[config.mk]
export PLATFORM = sky130hd
export DESIGN_NAME = bit_serial_subtractor_flat
export DESIGN_NICKNAME = d
export VERILOG_FILES = /design/src/rtl/serial_sub_pkg.sv /design/src/rtl/bit_serial_subtractor_if.sv /design/src/rtl/full_subtractor.sv /design/src/rtl/bit_serial_subtractor.sv /design/src/flat_wrapper.sv
export SDC_FILE = /design/constraint.sdc
export NUM_CORES = 1
export LEC_CHECK = 0
export CAP_MARGIN = 20
export CORE_MARGIN = 4
export CORE_UTILIZATION = 49
export CTS_CLUSTER_SIZE = 20
export DETAILED_ROUTE_END_ITERATION = 12
export PLACE_DENSITY = 0.77
export SKIP_LAST_GASP = 1
export SYNTH_ARGS = -nofsm -noshare
export SYNTH_HDL_FRONTEND = slang
export SYNTH_SLANG_ARGS = --single-unit
[constraint.sdc]
create_clock -name clk -period 1.5 [get_ports clk]
set_input_delay 0.3 -clock clk [delete_from_list [all_inputs] [get_ports clk]]
set_output_delay 0.3 -clock clk [all_outputs]
set_load 0.02 [all_outputs]
[src/rtl/serial_sub_pkg.sv]
// Shared types and helpers for the bit-serial subtractor.
package serial_sub_pkg;

  typedef enum logic [1:0] {
    IDLE,
    RUN,
    DONE
  } sub_state_t;

  localparam int unsigned SUB_WIDTH_DEF = 4;

  // Bits needed to hold a value in [0, value-1].
  function automatic int unsigned clog2(input int unsigned value);
    return $clog2(value);
  endfunction

endpackage

[src/rtl/bit_serial_subtractor_if.sv]
// Operand/result handshake bundle for the bit-serial subtractor.
// Optional ovf signal is present only when SERIAL_SUB_OVF_EN is defined.
interface bit_serial_subtractor_if
  import serial_sub_pkg::*;
#(
  parameter int unsigned WIDTH = SUB_WIDTH_DEF
);

  logic             in_valid;
  logic             in_ready;
  logic [WIDTH-1:0] a;
  logic [WIDTH-1:0] b;
  logic             bin;
  logic             out_valid;
  logic             out_ready;
  logic [WIDTH-1:0] diff;
  logic             bout;
`ifdef SERIAL_SUB_OVF_EN
  logic             ovf;

  modport master (
    output in_valid, a, b, bin, out_ready,
    input  in_ready, out_valid, diff, bout, ovf
  );

  modport slave (
    input  in_valid, a, b, bin, out_ready,
    output in_ready, out_valid, diff, bout, ovf
  );
`else
  modport master (
    output in_valid, a, b, bin, out_ready,
    input  in_ready, out_valid, diff, bout
  );

  modport slave (
    input  in_valid, a, b, bin, out_ready,
    output in_ready, out_valid, diff, bout
  );
`endif

endinterface

[src/rtl/full_subtractor.sv]
// Single-bit full subtractor: diff = a - b - bin with borrow-out.
module full_subtractor (
  input  logic a,
  input  logic b,
  input  logic bin,
  output logic diff,
  output logic bout
);

  assign diff = a ^ b ^ bin;
  assign bout = (~a & b) | (~a & bin) | (b & bin);

endmodule

[src/rtl/bit_serial_subtractor.sv]
// Iterative subtractor computing a - b - bin one bit per clock, LSB first.
// Define SERIAL_SUB_OVF_EN to add the registered signed-overflow flag.
module bit_serial_subtractor
  import serial_sub_pkg::*;
#(
  parameter int unsigned WIDTH = SUB_WIDTH_DEF
) (
  input logic                  clk,
  input logic                  rst_n,
  bit_serial_subtractor_if.slave bus
);

  localparam int unsigned CNT_W = clog2(WIDTH + 1);

  sub_state_t       state;
  logic [WIDTH-1:0] a_sr;
  logic [WIDTH-1:0] b_sr;
  logic [WIDTH-1:0] res;
  logic             br;
  logic [CNT_W-1:0] cnt;
  logic             out_valid;
  logic             bout;
  logic             d_bit;
  logic             b_bit;

  full_subtractor u_fs (
    .a    (a_sr[0]),
    .b    (b_sr[0]),
    .bin  (br),
    .diff (d_bit),
    .bout (b_bit)
  );

  assign bus.in_ready  = (state == IDLE);
  assign bus.out_valid = out_valid;
  assign bus.diff      = res;
  assign bus.bout      = bout;

`ifdef SERIAL_SUB_OVF_EN
  logic a_msb;
  logic b_msb;
  logic ovf;

  assign bus.ovf = ovf;

  // Operand sign bits are kept from the accept edge for the overflow decision.
  always_ff @(posedge clk or negedge rst_n) begin
    if (!rst_n) begin
      a_msb <= 1'b0;
      b_msb <= 1'b0;
      ovf   <= 1'b0;
    end else if (state == IDLE && bus.in_valid) begin
      a_msb <= bus.a[WIDTH-1];
      b_msb <= bus.b[WIDTH-1];
      ovf   <= 1'b0;
    end else if (state == RUN && cnt == CNT_W'(WIDTH - 1)) begin
      ovf <= (a_msb ^ b_msb) & (d_bit ^ a_msb);
    end
  end
`endif

  // Control FSM and serial datapath; result shifts in from the MSB end.
  always_ff @(posedge clk or negedge rst_n) begin
    if (!rst_n) begin
      state     <= IDLE;
      a_sr      <= '0;
      b_sr      <= '0;
      res       <= '0;
      br        <= 1'b0;
      cnt       <= '0;
      out_valid <= 1'b0;
      bout      <= 1'b0;
    end else begin
      case (state)
        IDLE: begin
          if (bus.in_valid) begin
            a_sr  <= bus.a;
            b_sr  <= bus.b;
            br    <= bus.bin;
            cnt   <= '0;
            state <= RUN;
          end
        end
        RUN: begin
          a_sr <= {1'b0, a_sr[WIDTH-1:1]};
          b_sr <= {1'b0, b_sr[WIDTH-1:1]};
          res  <= {d_bit, res[WIDTH-1:1]};
          br   <= b_bit;
          cnt  <= cnt + CNT_W'(1);
          if (cnt == CNT_W'(WIDTH - 1)) begin
            bout      <= b_bit;
            out_valid <= 1'b1;
            state     <= DONE;
          end
        end
        DONE: begin
          if (bus.out_ready) begin
            out_valid <= 1'b0;
            state     <= IDLE;
          end
        end
        default: state <= IDLE;
      endcase
    end
  end

endmodule
[src/flat_wrapper.sv]
// flat-port wrapper written by rule: the top's interface ports become plain ports
module bit_serial_subtractor_flat import serial_sub_pkg::*;
#(
  parameter int unsigned WIDTH = SUB_WIDTH_DEF
)
  (clk, rst_n, bus_in_valid, bus_a, bus_b, bus_bin, bus_out_ready, bus_in_ready, bus_out_valid, bus_diff, bus_bout);
  bit_serial_subtractor_if #(.WIDTH(WIDTH)) bus_i ();
  input logic clk;
  input logic rst_n;
  input wire logic [$bits(bus_i.in_valid)-1:0] bus_in_valid;
  input wire logic [$bits(bus_i.a)-1:0] bus_a;
  input wire logic [$bits(bus_i.b)-1:0] bus_b;
  input wire logic [$bits(bus_i.bin)-1:0] bus_bin;
  input wire logic [$bits(bus_i.out_ready)-1:0] bus_out_ready;
  output wire logic [$bits(bus_i.in_ready)-1:0] bus_in_ready;
  output wire logic [$bits(bus_i.out_valid)-1:0] bus_out_valid;
  output wire logic [$bits(bus_i.diff)-1:0] bus_diff;
  output wire logic [$bits(bus_i.bout)-1:0] bus_bout;
  assign bus_i.in_valid = bus_in_valid;
  assign bus_i.a = bus_a;
  assign bus_i.b = bus_b;
  assign bus_i.bin = bus_bin;
  assign bus_i.out_ready = bus_out_ready;
  assign bus_in_ready = bus_i.in_ready;
  assign bus_out_valid = bus_i.out_valid;
  assign bus_diff = bus_i.diff;
  assign bus_bout = bus_i.bout;
  bit_serial_subtractor #(.WIDTH(WIDTH)) u_core (.clk(clk), .rst_n(rst_n), .bus(bus_i));
endmodule
---- Yosys cells after proc, flatten, opt, wreduce, memory -nomap -nowiden ----
Cells that the tools add are included.
W data, S select, Z words.
word-level totals
  register bits after elaboration ......... 20
  bits of input ports ..................... 13
  output and inout port bits .............. 7
  logic and storage cells ................. 45
operators by class
  add/sub/neg operators ................... 1
  eq/ne operators ......................... 6
  multiplexer cells ....................... 15
  bitwise gates (word level) .............. 8
  reduce and logical (&&, ||, !) cells .... 7
operator list
  cell                   count
  $pmux W4 S2            2
  $mux W4                2
  $mux W2                3
  $pmux W2 S3            1
  $pmux W3 S2            1
  $reduce_and A3 Y1      2
  $ne A2 B2 Y1 const B   2
  $pmux W1 S2            2
  $reduce_and A2 Y1      2
  $reduce_bool A2 Y1     2
  $add A3 B1 Y3 const B  1
  $and A1 B1 Y1          3
  $eq A3 B2 Y1 const B   1
  $mux W1                3
  $mux W3                1
  $eq A2 B1 Y1 const B   1
  $eq A2 B2 Y1 const B   1
  $logic_not A2 Y1       1
  $ne A2 B1 Y1 const B   1
  $or A1 B1 Y1           2
  $xor A1 B1 Y1          2
  $not A1 Y1             1

---- Longest topological paths before layout ----
  depth in word-level cells ............... 5
  mapped depth ............................ 6

---- Cells and area by module ----
From an unflattened synthesis, not the netlist that was laid out.
unflattened totals
  cells, all modules ...................... 87
  area total of the unflattened synthesis .. 913.4 um2
by module, submodules not included
  module                 times used  cells each  area each (um2)
  bit_serial_subtractor  1           84          885.8
  full_subtractor        1           3           27.5

---- Least setup slack after synthesis ----
No wires, ideal clock.
  kind .................................... reg2reg
  start point ............................. reg u_core.cnt[0]
  end point ............................... reg u_core.bout, in the netlist u_core.bus.bout
  setup time .............................. 125 ps
  arrival ................................. 1172 ps
  data required time ...................... 1375 ps
  path slack .............................. 203 ps
  cell stages (with the launch flop) ...... 5
  period minus slack after synthesis ...... 1297 ps
  path through ............................ dfrtp_1 ha_1 ha_1 nand3_1 mux2_2
between the ends
  word-level cells in the longest chain between the ends .. 2
RTL lines
  what                                line                         RTL
  start: declaration                  bit_serial_subtractor.sv:20  logic [CNT_W-1:0] cnt;
  start signal: assignment            bit_serial_subtractor.sv:89  cnt <= cnt + CNT_W'(1);
  $eq A3 B2 Y1                        bit_serial_subtractor.sv:90  if (cnt == CNT_W'(WIDTH - 1)) begin
  $reduce_and A2 Y1 (no source line)  --
  end signal: assignment              bit_serial_subtractor.sv:91  bout <= b_bit;
  end: declaration                    bit_serial_subtractor.sv:22  logic bout;
Every way passes these cells.
A chain may end at the register's enable or synchronous reset.

---- Worst setup path in the final report ----
Same ends and word-level chain as after synthesis.

==> impl_metrics.tcl <==
set metrics [dict create \
    grt_remaining_overflow 0 \
    crit_required_ns 1.68 \
    setup_viol_count_final 0 \
    ant_nets 0 \
    tns_ns 0 \
    min_period_ns 1.419 \
    ys_async_sr_fraction_pct 100.0 \
    syn2layout_area_growth_pct 22.85 \
    slowest_stage "dfrtp_1" \
    nFillCells 155 \
    rr_endpoint "u_core.bus.bout" \
    synth.avg_cell_area_um2 11.14 \
    power_mw 2.438 \
    ys_ff_latch 20 \
    min_path_type "in -> async" \
    clkTransAtPathRegs_ns 0.11 \
    crit_path_frequent_cell "ha_1" \
    synth.distinct_cells 22 \
    fin_crit_sh_pct 94.58 \
    regToRegSetupSlack_ns 0.08 \
    num-nets-final 125 \
    drc 0 \
    placedCellCount 129 \
    rows 15 \
    slew_viol_final 0 \
    cts_tree "yes" \
    start_util_pct 53.75 \
    ir_drop_mv 0.9957 \
    diodes 0 \
    io_buffers 19 \
    viasPerCell 5.368 \
    rr_startpoint "u_core.cnt[0]" \
    syn_inst 86 \
    status "finished, final reports clean" \
    cts_buffers 3 \
    ys.flop_type "dfrtp_1" \
    synth_most_common_cell "dfrtp_1" \
    clock_skew_ns 0.006059 \
    vias 714 \
    power-per-cell-area_mw_per_mm2 2071 \
    coreArea_mm2 0.001783 \
    die_w_um 52.23 \
    power.leakage_nw 0.5231 \
    synth_edf_count 0 \
    crit_fanout 3 \
    syn-cell-area_um2 958.4 \
    fin_cells 133 \
    hpwl_um 1322 \
    drive_gt1_share_pct 13.89 \
    postCtsSetupRepairBufs 0 \
    crit_family "adder cells" \
    clock.fmax_mhz 704.9 \
    cap_violations 0 \
    drtPass1Iterations 4 \
    hold_violations 0 \
    gp_congestion 0.7807 \
    cp.buffers_inverters 0 \
    slowest_delay_ns 0.41 \
    fp.dieH_um 52.23 \
    wl_um 1818 \
    grt_pass1_vias 654 \
    ys_top_cells_by_area "dfrtp_1 (52%), o22ai_1 (9.1%), a21oi_1 (5.2%)" \
    synthTopCellsByCount "dfrtp_1 (20), o22ai_1 (14), a21oi_1 (10)" \
    grt_antenna_before_repair 0 \
    crit_chain "ha_1 -> ha_1 -> nand3_1 -> mux2_2" \
    synth_top_area_share_pct 52.22 \
    grt_pass1_wl_um 2987 \
    synth_nets 102 \
    r2r_cells 4 \
    crit_path_end_kind "register" \
    first_iter_violations 19 \
    yosys_warnings 0 \
    insertion_delay_ns 0.29 \
    cts_root_buf "clkbuf_4" \
    track_usage_pct 14.91 \
    crit_path_start_kind "register" \
    tightest_slew_ns 0.2884 \
    grt_max_degree 21 \
    numClockSinks 20 \
    slew_headroom_pct 80.70 \
    synth_top_cell_by_area "dfrtp_1" \
    critical_path_class "reg -> reg" \
    h-tree-depth 1 \
    worstPathArrival_ns 1.60 \
    pin_count 20 \
    die_area_mm2 0.002727 \
    clock_path_buffers 2 \
    wire_per_inst_um 13.67 \
    rsz0062_at_grt "no" \
    yosysSeqAreaShare_pct 52.22 \
]
[cells by family (layout without fill, tap and decap cells)]
family | Yosys count | after routing | synth area share [%]
compound gates | 36 | 36 | 20.89
fa+ha+maj | 3 | 3 | 4.699
buf+inv | 10 | 32 | 8.353
flops | 20 | 20 | 52.22
mux | 4 | 4 | 5.874
simple gates | 13 | 13 | 7.963
[worst reg2reg max path: stages (launching register included)]
cell     delay [ns]
dfrtp_1        0.41
ha_1           0.21
ha_1           0.21
nand3_1        0.13
mux2_2         0.34
[worst max-delay path by stage]
stage	end	cells after the start	start	slack, ns
5_1_grt	bus_in_ready	2	u_core.state[0]	0.01
3_3_place_gp	u_core.a_sr[3]	4	bus_in_valid	0.07
6_report	u_core.bus.bout	4	u_core.cnt[0]	0.08
4_1_cts	u_core.bus.bout	4	u_core.cnt[0]	0.07
3_5_place_dp	u_core.a_sr[3]	4	bus_in_valid	0.05
2_1_floorplan	u_core.bus.bout	4	u_core.cnt[0]	0.20
[sequential cells by signal, indices dropped and copies added, names as in the netlist]
register / count
u_core.bus.bout: 1
u_core.bus.out_valid: 1
u_core.bus.diff: 4
u_core.a_sr: 4
u_core.cnt: 3
u_core.b_sr: 4
u_core.state: 2
u_core.br: 1
[power by group]
part	internal [mW]	switching [mW]	leakage, nW	total, mW
Sequential	0.794	0.170	0.243	0.964
Combinational	0.544	0.630	0.259	1.17
Clock	0.148	0.153	0.0210	0.301
Total	1.49	0.952	0.523	2.44
[per-stage QoR]
step                hold slack [ns]  cell area, um2  setup slack [ns]  util (%)
detailed placement           0.4965            1149           0.04705     64.42
global route                 0.3368            1177           0.01265     66.04
finish                       0.3312            1177           0.08134     66.04
global placement             0.4839            1149           0.06645     64.42
CTS                          0.3320            1176           0.06511     65.96
floorplan                  0.004409           958.4            0.2032         -
[cells in the final DEF, fill, tap and decap left out, drive strengths merged]
cell and n:
dfrtp 20, o22ai 14, clkdlybuf4s50 12, o21ai 11, a21oi 10, dlygate4sd2 6
inv 5, nor2 4, nand2 4, buf 4, mux2 4, clkbuf 4
nand2b 2, ha 2, nand3 1, o31ai 1, and2b 1, nor2b 1
fa 1, clkdlybuf4s15 1
[layer usage]
metal | up-vias | GRT usage [%] | wire (um)
met3 | 2 | 2.849 | 111
li1 | 354 | - | -
met1 | 338 | 20.40 | 849
met2 | 20 | 23.01 | 844
met5 | - | 0 | 0
met4 | 0 | 6.383 | 12
[what timing repair did]
| item | CTS | global route |
|---|---|---|
| endpoints found under the hold margin | 0 | 0 |
| hold buffers | 0 | 0 |
| gates resized for setup | 7 | 1 |
| setup endpoints to repair | 7 | 1 |
[cell type report]
| cell class | instances | area [um2] | share of cell area, % |
|---|---|---|---|
| Clock buffer | 4 | 36.28 | 3.082 |
| Tap cell | 25 | 31.28 | 2.657 |
| Sequential cell | 20 | 500.5 | 42.51 |
| Timing Repair Buffer | 23 | 212.7 | 18.07 |
| Inverter | 5 | 18.77 | 1.594 |
| Multi-Input combinational cell | 56 | 377.9 | 32.09 |
No activity file was read; power rests on OpenSTA's default activity.
